### config.mk
export PLATFORM = sky130hd
export DESIGN_NAME = card_dealer
export DESIGN_NICKNAME = d
export VERILOG_FILES = /design/src/rtl/card_pkg.sv /design/src/rtl/card_lfsr.sv /design/src/rtl/card_dealer.sv
export SDC_FILE = /design/constraint.sdc
export NUM_CORES = 1
export LEC_CHECK = 0
export ABC_AREA = 1
export BUFFER_PORTS_ARGS = -buffer_cell sky130_fd_sc_hd__clkbuf_2
export CORE_MARGIN = 2
export CORE_UTILIZATION = 35
export DETAILED_ROUTE_END_ITERATION = 10
export PLACE_DENSITY = 0.48
export SLEW_MARGIN = 30
export SYNTH_ARGS = -nofsm -noshare
export SYNTH_HDL_FRONTEND = slang
export SYNTH_SLANG_ARGS = --single-unit
### constraint.sdc
create_clock -name clock -period 11.3 [get_ports clock]
set_clock_uncertainty 0.1 [all_clocks]
set_input_delay 2.26 -clock clock [delete_from_list [all_inputs] [get_ports clock]]
set_output_delay 2.26 -clock clock [all_outputs]
set_load 0.01 [all_outputs]
### src/rtl/card_pkg.sv
// Shared constants, FSM state type and card-word encoding for the card dealer.
package card_pkg;
  localparam int          DECK_SIZE = 52;
  localparam int          RANKS     = 13;
  localparam int          CARD_W    = 32;
  localparam int          ADDR_W    = 10;
  localparam int          IDX_W     = 6;
  localparam int          VALID_BIT = 31;
  localparam logic [5:0]  DECK_LAST = 6'd51;
  localparam logic [5:0]  DECK_FULL = 6'd52;

  typedef enum logic [1:0] {
    S_IDLE,
    S_PICK,
    S_WRITE,
    S_FIN
  } state_e;

  // Suit is found by threshold compare; rank uses mod-16 subtraction on the low nibble.
  function automatic logic [CARD_W-1:0] card_word(input logic [IDX_W-1:0] idx);
    logic [1:0] suit;
    logic [3:0] rank;
    if (idx >= 6'd39) begin
      suit = 2'd3;
      rank = idx[3:0] - 4'd7 + 4'd1;
    end else if (idx >= 6'd26) begin
      suit = 2'd2;
      rank = idx[3:0] - 4'd10 + 4'd1;
    end else if (idx >= 6'd13) begin
      suit = 2'd1;
      rank = idx[3:0] - 4'd13 + 4'd1;
    end else begin
      suit = 2'd0;
      rank = idx[3:0] + 4'd1;
    end
    card_word            = '0;
    card_word[VALID_BIT] = 1'b1;
    card_word[5:4]       = suit;
    card_word[3:0]       = rank;
  endfunction
endpackage

### src/rtl/card_lfsr.sv
// 6-bit maximal-length Fibonacci LFSR (x^6 + x^5 + 1); nonzero seed keeps it off the all-zero state.
module card_lfsr #(
  parameter logic [5:0] SEED = 6'h2D
) (
  input  logic       clk_i,
  input  logic       rst_i,
  input  logic       en_i,
  output logic [5:0] value_o
);
  logic [5:0] lfsr_q, lfsr_d;

  always_comb begin
    lfsr_d = lfsr_q;
    if (en_i) lfsr_d = {lfsr_q[4:0], lfsr_q[5] ^ lfsr_q[4]};
  end

  always_ff @(posedge clk_i or posedge rst_i) begin
    if (rst_i) lfsr_q <= SEED;
    else       lfsr_q <= lfsr_d;
  end

  assign value_o = lfsr_q;
endmodule

### src/rtl/card_dealer.sv
// Deals unused cards from a 52-card deck into a hand region of card memory,
// one registered write per card, tracking dealt cards until a new deck is requested.
module card_dealer
  import card_pkg::*;
#(
  parameter int         HAND_MAX  = 8,
  parameter int         RANDOM    = 1,
  parameter logic [5:0] LFSR_SEED = 6'h2D
) (
  input  logic        clock,
  input  logic        reset,
  input  logic        start,
  input  logic [9:0]  hand_addr,
  input  logic [3:0]  num_cards,
  input  logic        new_deck,
  output logic        busy,
  output logic        done,
  output logic        err,
  output logic        mem_we,
  output logic [9:0]  mem_addr,
  output logic [31:0] mem_wdata,
  output logic [5:0]  cards_left
);
  localparam logic [3:0] HAND_MAX_L = 4'(HAND_MAX);

  state_e      state_q, state_d;
  logic [51:0] used_q, used_d;
  logic [5:0]  left_q, left_d;
  logic [5:0]  cand_q, cand_d;
  logic [9:0]  base_q, base_d;
  logic [3:0]  num_q, num_d;
  logic [3:0]  k_q, k_d;
  logic        busy_q, busy_d;
  logic        done_q, done_d;
  logic        err_q, err_d;
  logic        we_q, we_d;
  logic [9:0]  addr_q, addr_d;
  logic [31:0] wdata_q, wdata_d;

  logic [5:0]  lfsr_val;
  logic [5:0]  lfsr_cand;
  logic [5:0]  cand_next;
  logic [3:0]  k_inc;
  logic        req_bad;

  card_lfsr #(.SEED(LFSR_SEED)) u_lfsr (
    .clk_i   (clock),
    .rst_i   (reset),
    .en_i    (1'b1),
    .value_o (lfsr_val)
  );

  // Fold the 1..63 LFSR range onto deck indices 0..51.
  assign lfsr_cand = (lfsr_val >= DECK_FULL) ? (lfsr_val - DECK_FULL) : lfsr_val;
  assign cand_next = (cand_q == DECK_LAST) ? 6'd0 : (cand_q + 6'd1);
  assign k_inc     = k_q + 4'd1;
  assign req_bad   = (num_cards == 4'd0) || (num_cards > HAND_MAX_L) ||
                     ({2'b00, num_cards} > left_q);

  always_comb begin
    state_d = state_q;
    used_d  = used_q;
    left_d  = left_q;
    cand_d  = cand_q;
    base_d  = base_q;
    num_d   = num_q;
    k_d     = k_q;
    done_d  = 1'b0;
    err_d   = 1'b0;
    we_d    = 1'b0;
    addr_d  = addr_q;
    wdata_d = wdata_q;
    case (state_q)
      S_IDLE: begin
        if (start) begin
          base_d = hand_addr;
          num_d  = num_cards;
          k_d    = 4'd0;
          if (req_bad) begin
            err_d   = 1'b1;
            state_d = S_FIN;
          end else begin
            state_d = S_PICK;
            if (RANDOM != 0) cand_d = lfsr_cand;
          end
        end else if (new_deck) begin
          used_d = '0;
          left_d = DECK_FULL;
          cand_d = 6'd0;
        end
      end
      S_PICK: begin
        cand_d = cand_next;
        if (!used_q[cand_q]) begin
          used_d[cand_q] = 1'b1;
          left_d         = left_q - 6'd1;
          wdata_d        = card_word(cand_q);
          addr_d         = base_q + {6'b0, k_q};
          we_d           = 1'b1;
          state_d        = S_WRITE;
        end
      end
      S_WRITE: begin
        k_d = k_inc;
        if (k_inc == num_q) begin
          done_d  = 1'b1;
          state_d = S_FIN;
        end else begin
          state_d = S_PICK;
          if (RANDOM != 0) cand_d = lfsr_cand;
        end
      end
      S_FIN: state_d = S_IDLE;
      default: state_d = S_IDLE;
    endcase
    busy_d = (state_d != S_IDLE);
  end

  always_ff @(posedge clock or posedge reset) begin
    if (reset) begin
      state_q <= S_IDLE;
      used_q  <= '0;
      left_q  <= DECK_FULL;
      cand_q  <= 6'd0;
      base_q  <= '0;
      num_q   <= '0;
      k_q     <= '0;
      busy_q  <= 1'b0;
      done_q  <= 1'b0;
      err_q   <= 1'b0;
      we_q    <= 1'b0;
      addr_q  <= '0;
      wdata_q <= '0;
    end else begin
      state_q <= state_d;
      used_q  <= used_d;
      left_q  <= left_d;
      cand_q  <= cand_d;
      base_q  <= base_d;
      num_q   <= num_d;
      k_q     <= k_d;
      busy_q  <= busy_d;
      done_q  <= done_d;
      err_q   <= err_d;
      we_q    <= we_d;
      addr_q  <= addr_d;
      wdata_q <= wdata_d;
    end
  end

  assign busy       = busy_q;
  assign done       = done_q;
  assign err        = err_q;
  assign mem_we     = we_q;
  assign mem_addr   = addr_q;
  assign mem_wdata  = wdata_q;
  assign cards_left = left_q;
endmodule
After elaboration in Yosys (flattened, before gate mapping). Cells that the tools add are included.

Logic and storage cells: 102. Input bits: 18. Output and inout port bits: 52. Register bits: 111.

Bitwise logic cells: 3. Reductions and logical operators: 14. Equality and inequality tests: 12. Mux-type cells: 39. $add $sub $neg: 12. Order comparisons: 8.

Operators with widths (number): two-way mux 52 bit (3); one-hot mux 52 bit (2 select lines) (1); two-way mux 6 bit (9); OR 52 bit (1); adder 4 x 1 -> 4 bit, second input constant (5); one-hot mux 6 bit (3 select lines) (1); two-way mux 4 bit (4); greater-or-equal comparator 6 bit, second input constant (2); two-way mux 2 bit (6); one-hot mux 6 bit (2 select lines) (1); adder 10 x 4 -> 10 bit (1); two-way mux 1 bit (10); != test 2 bit, second input constant (5); one-hot mux 2 bit (4 select lines) (1); one-hot mux 4 bit (2 select lines) (1); AND reduction 4 bit (2); subtractor 4 bit, second input constant (2); < comparator 6 x 7 -> 1 bit, second input constant (1); adder 6 x 1 -> 6 bit, second input constant (1); binary-select mux 1 bit (select 6 bit) (1); demux 1 bit (select 6 bit) (1); equality test 6 bit, second input constant (1); greater-or-equal comparator 6 x 1 -> 1 bit, second input constant (1); greater-or-equal comparator 6 x 4 -> 1 bit, second input constant (1); 19 further kinds (26).

Longest topological paths before layout.
Depth in word-level cells: 7. Mapped depth: 17. Gate-level depth less buffers: 14.

Hierarchy. From an unflattened synthesis, not the netlist that was laid out.

Cell total of the unflattened synthesis: 985. Area total of the unflattened synthesis: 7033.0 um^2.

Modules (own cells, without submodules): card_dealer (seq. area each 2631.3 um^2, area an instance 6777.8 um^2, cells each 956, instances 1); card_lfsr (seq. area each 155.1 um^2, area an instance 255.2 um^2, cells each 29, instances 1).

Worst setup path before layout. No wires, ideal clock.

Kind: input-to-reg. Start point: input port num_cards[3]. End point: register cand_q[0]. Cell stages on the path: 10. Required time: 11123 ps. Setup slack: 7562 ps. Buffers on the path: 1. Setup time: 77 ps. Data arrival time: 3560 ps. Path through: ha_1 nand2_1 o21ai_0 nand4_1 a21oi_1 inv_1 nand3_1 clkbuf_1 nor2_1 a21oi_1.

Longest elaborated chain between the ends: 5. Elaborated cells on any way between the ends: 7. Those cells by class: order compare (2); eq/ne (1); reduce/logical (4).

RTL lines: from (decl) (line card_dealer.sv:14) `input logic [3:0] num_cards,`; greater-than comparator 4 bit / logical NOT 4 bit (equally long branches) (line card_dealer.sv:57) `assign req_bad = (num_cards == 4'd0) || (num_cards > HAND_MAX_L) ||`; logical OR 1 bit (line card_dealer.sv:57); logical OR 1 bit (*) (line card_dealer.sv:57); != test 3 bit (no source line) (*); AND reduction 4 bit (no source line) (*); to (signal assigned) (line card_dealer.sv:138) `cand_q <= cand_d;`; to (decl) (line card_dealer.sv:29) `logic [5:0] cand_q, cand_d;`.

Mark *: on every way between the ends. The rest lies on a longest branch, timed or not. A chain may end at the register's enable or synchronous reset.

Worst setup path in the final report.
Start point: register cand_q[1]. End point: register used_q[31].

Longest elaborated chain between the ends: 7. Elaborated cells on any way between the ends: 12. Those cells by class: order compare (2); eq/ne (1); mux (6); bitwise (1); reduce/logical (2).

RTL lines: < comparator 6 x 7 -> 1 bit (not written as such) / greater-or-equal comparator 6 x 1 -> 1 bit (equally long branches) (line card_dealer.sv:95) `used_d[cand_q] = 1'b1;`; logical AND 1 bit (not written as such) (line card_dealer.sv:95); two-way mux 1 bit (not written as such) (line card_dealer.sv:95); demux 1 bit (select 6 bit) (line card_dealer.sv:95); OR 52 bit (no source line); two-way mux 52 bit (line card_dealer.sv:94) `if (!used_q[cand_q]) begin`; one-hot mux 52 bit (2 select lines) (line card_dealer.sv:73) `case (state_q)`; to (signal assigned) (line card_dealer.sv:136) `used_q <= used_d;`; to (decl) (line card_dealer.sv:27) `logic [51:0] used_q, used_d;`.

Several ways; a longest one is shown, not always the timed one. The select of a mux whose other input is x is not followed.

==> metrics.yaml <==
synth:
  synth-seq-area-share_pct: 39.9
  synth_area_mm2: 0.00699
  syn_inst: 947
  synth_cell_types: 38
  ys_ff_latch: 111
  avgSynthCellArea_um2: 7.38
  ys_warn_count: 0
floorplan:
  start_util_pct: 35.8
  die_w_um: 145
  row_count: 51
  io_pins: 70
  core_area_mm2: 0.0195
  die_area_mm2: 0.0211
  die_h_um: 145
global_routing:
  grt_pass1_wl_mm: 30.6
  track_usage_pct: 17.8
  grt_pass1_vias: 5773
  antenna_found_initial: 0
  grt_max_degree: 60
  grt-ovfl-total: 0
sta:
  slew_violations: 0
  slew_headroom_pct: 37.1
  rsz0062_at_grt: "false"
  tns_ps: 0
  setup_violations: 0
  min_period_ps: 4280
  hold_viol_final: 0
  tightest_slew_ps: 943
  finalCritPeriodShare_pct: 37.9
  max_clock_freq_mhz: 234
clock_network:
  clock-root-buffer: "clkbuf_16"
  cts_resized: 0
  numClockSinks: 111
  cts_buffer_depth: 2
  cts_buffers: 9
  insertion_delay_ps: 360
  clkTransAtPathRegs_ps: 80
  hold_buffers: 0
  postCtsSetupBuffers: 0
  cts.htree.levels: 3
  cts_tree: "done"
flow_run:
  cap_violations: 0
setup_path:
  r2r-end: "used_q[31]"
  path_max_fanout: 59
  reg2reg_from: "cand_q[1]"
  r2r_slack_ps: 7020
  critPathRequiredTime_ps: 11440
  crit_type: "reg -> reg"
  worstSetupStartpointType: "flip-flop"
  cp.arrival_ps: 4420
  r2r_cells: 13
  crit_path_end_kind: "flip-flop"
place:
  dpl.hpwl_mm: 11.6
  gp_congestion: 0.790
  io_buffers: 44
  placed_area_mm2: 0.00729
hold_path:
  min_from: "u_lfsr.value_o[2]"
  min_to: "u_lfsr.value_o[3]"
  min_path_type: "reg -> reg"
  hold_depth: 0
power:
  ir_drop_v: 0.000317
  pwr-share-seq_pct: 31.9
  p_comb_share_pct: 49.1
  intPower_w: 0.000923
  p_sw_w: 0.000872
  cellPowerDensity_mw_per_mm2: 236
  p_sw_share_pct: 48.6
  p_leak_nw: 3.82
  clkPwrFrac_pct: 19.0
finish:
  antenna_cells: 0
  multi_input_comb_area_mm2: 0.00346
  fin_nets: 1009
  drive_gt1_share_pct: 10.6
  stdcell_area_mm2: 0.00760
  syn_to_final_growth_pct: 8.70
  seq_area_mm2: 0.00279
  nFillCells: 2105
detailed_routing:
  vias_per_cell: 4.85
  ant_nets: 0
  drc: 0
  vias: 5970
  dr.pass1.iters: 5
  routed_wl_mm: 18.5
  dr.first_iter.drc_count: 459
  wl_per_cell_um: 15.0
run_status:
  outcome: "finished clean"
## layout make-up
cell class | count | area share [%]
repair buffers | 53 | 3.95
multi-input cells | 679 | 45.6
clock buffers | 10 | 3.01
flip-flops and latches | 111 | 36.7
inverters | 107 | 5.32
well taps | 265 | 4.37
clock inverters | 6 | 1.05
## layer usage
metal	wire length, um	global-route usage (%)	vias to the layer above
li1	-	-	3046
met1	8830	24.1	2779
met2	8670	30.0	134
met3	805	2.77	11
met4	194	4.36	0
met5	0	0	-
## logic make-up (layout without fill, tap and decap cells)
logic type,Yosys count,in the layout,share of synthesized area [%]
adders and majority gates,30,30,5.48
other,1,25,0.0537
muxes,9,9,1.45
DFF,111,111,39.9
xor gates and xnor gates,22,22,2.76
buffers and inverters,181,176,12.1
AOI/OAI and AO/OA,122,122,9.15
and+or+nand+nor,471,471,29.1
## critical path, cell delays in order (launching register included)
cell and delay [ps]:
dfrtp_1 960, inv_2 450, nand3_1 210, nand3_1 90, nand3_1 180, nand2_1 80
nor2_2 110, nand3_1 120, nand2_2 70, buf_4 540, nand3_2 590, buf_4 470
nand2_1 110, nand2_1 50
## Yosys cell counts
| library cell | count | area (um2) |
|---|---|---|
| a32oi_1 | 1 | 8.76 |
| a22oi_1 | 2 | 15.0 |
| inv_1 | 103 | 387 |
| buf_4 | 29 | 218 |
| nand2_1 | 299 | 1120 |
| o21ai_0 | 36 | 180 |
| nand2_2 | 1 | 6.26 |
| nor2_2 | 3 | 18.8 |
| nand3_1 | 52 | 260 |
| xor2_1 | 15 | 131 |
| clkbuf_2 | 1 | 5.00 |
| a22o_1 | 2 | 17.5 |
| ha_1 | 29 | 363 |
| buf_2 | 15 | 75.1 |
| dfrtp_1 | 104 | 2600 |
| xnor2_1 | 7 | 61.3 |
| nor2_1 | 39 | 146 |
| conb_1 | 1 | 3.75 |
| nor2_4 | 1 | 11.3 |
| and3_1 | 1 | 6.26 |
| inv_2 | 4 | 15.0 |
| o21ai_1 | 3 | 15.0 |
| dfstp_2 | 7 | 184 |
| a31oi_1 | 2 | 12.5 |
| fa_1 | 1 | 20.0 |
| o22ai_1 | 1 | 6.26 |
| a211oi_1 | 1 | 7.51 |
| mux2_2 | 9 | 101 |
| nand4_1 | 63 | 394 |
| nand3_2 | 1 | 10.0 |
| buf_1 | 1 | 3.75 |
| buf_6 | 5 | 56.3 |
| or2_2 | 4 | 25.0 |
| a21oi_1 | 72 | 360 |
| clkbuf_1 | 23 | 86.3 |
| o2bb2ai_1 | 1 | 8.76 |
| nor3_1 | 7 | 35.0 |
| o211ai_1 | 1 | 7.51 |
## through the flow
step | instances | util (%) | power [W] | hold slack, ps | setup WS (ps)
2_1_floorplan | 971 | - | 0.00123 | 275 | 6020
3_3_place_gp | 1214 | 37.2 | 0.00147 | 285 | 6740
3_5_place_dp | 1215 | 37.3 | 0.00147 | 286 | 6700
4_1_cts | 1231 | 38.9 | 0.00182 | 298 | 6990
5_1_grt | 1231 | 38.9 | 0.00195 | 302 | 6560
6_report | 1231 | 38.9 | 0.00179 | 295 | 7020
## worst max path at each step
stage | start | cells past startpoint | to
after floorplan | reset | 1 | base_q[0]
after global placement | start | 7 | used_q[24]
after detailed placement | start | 7 | used_q[5]
after CTS | cand_q[1] | 13 | used_q[31]
after global routing | cand_q[1] | 15 | used_q[14]
final | cand_q[1] | 13 | used_q[31]
## registers in the layout (all words and copies together) (netlist names)
| signal | cells |
|---|---|
| mem_wdata | 7 |
| k_q | 4 |
| u_lfsr.value_o | 6 |
| used_q | 52 |
| cand_q | 6 |
| mem_we | 1 |
| base_q | 10 |
| mem_addr | 10 |
| err | 1 |
| num_q | 4 |
| state_q | 2 |
| done | 1 |
| cards_left | 6 |
| busy | 1 |
## layout by cell type, fill, tap and decap left out, drive strengths merged, types with 2 or more instances in the layout
master / Yosys / layout
nand2: 300 / 300
inv: 107 / 110
dfrtp: 104 / 104
a21oi: 72 / 72
nand4: 63 / 63
clkbuf: 24 / 54
nand3: 53 / 53
nor2: 43 / 43
o21ai: 39 / 39
ha: 29 / 29
conb: 1 / 25
xor2: 15 / 15
mux2: 9 / 9
buf: 50 / 9
xnor2: 7 / 7
dfstp: 7 / 7
nor3: 7 / 7
or2: 4 / 4
a31oi: 2 / 2
a22oi: 2 / 2
a22o: 2 / 2
clkinv: 0 / 2
## power groups by stage
stage,Combinational [W],Clock [W],Sequential (W)
2_1_floorplan,0.000667,0,0.000567
3_3_place_gp,0.000887,0,0.000581
3_5_place_dp,0.000889,0,0.000580
4_1_cts,0.000894,0.000354,0.000573
5_1_grt,0.000998,0.000367,0.000586
6_report,0.000881,0.000342,0.000572
(Power assumes the default switching activity.)
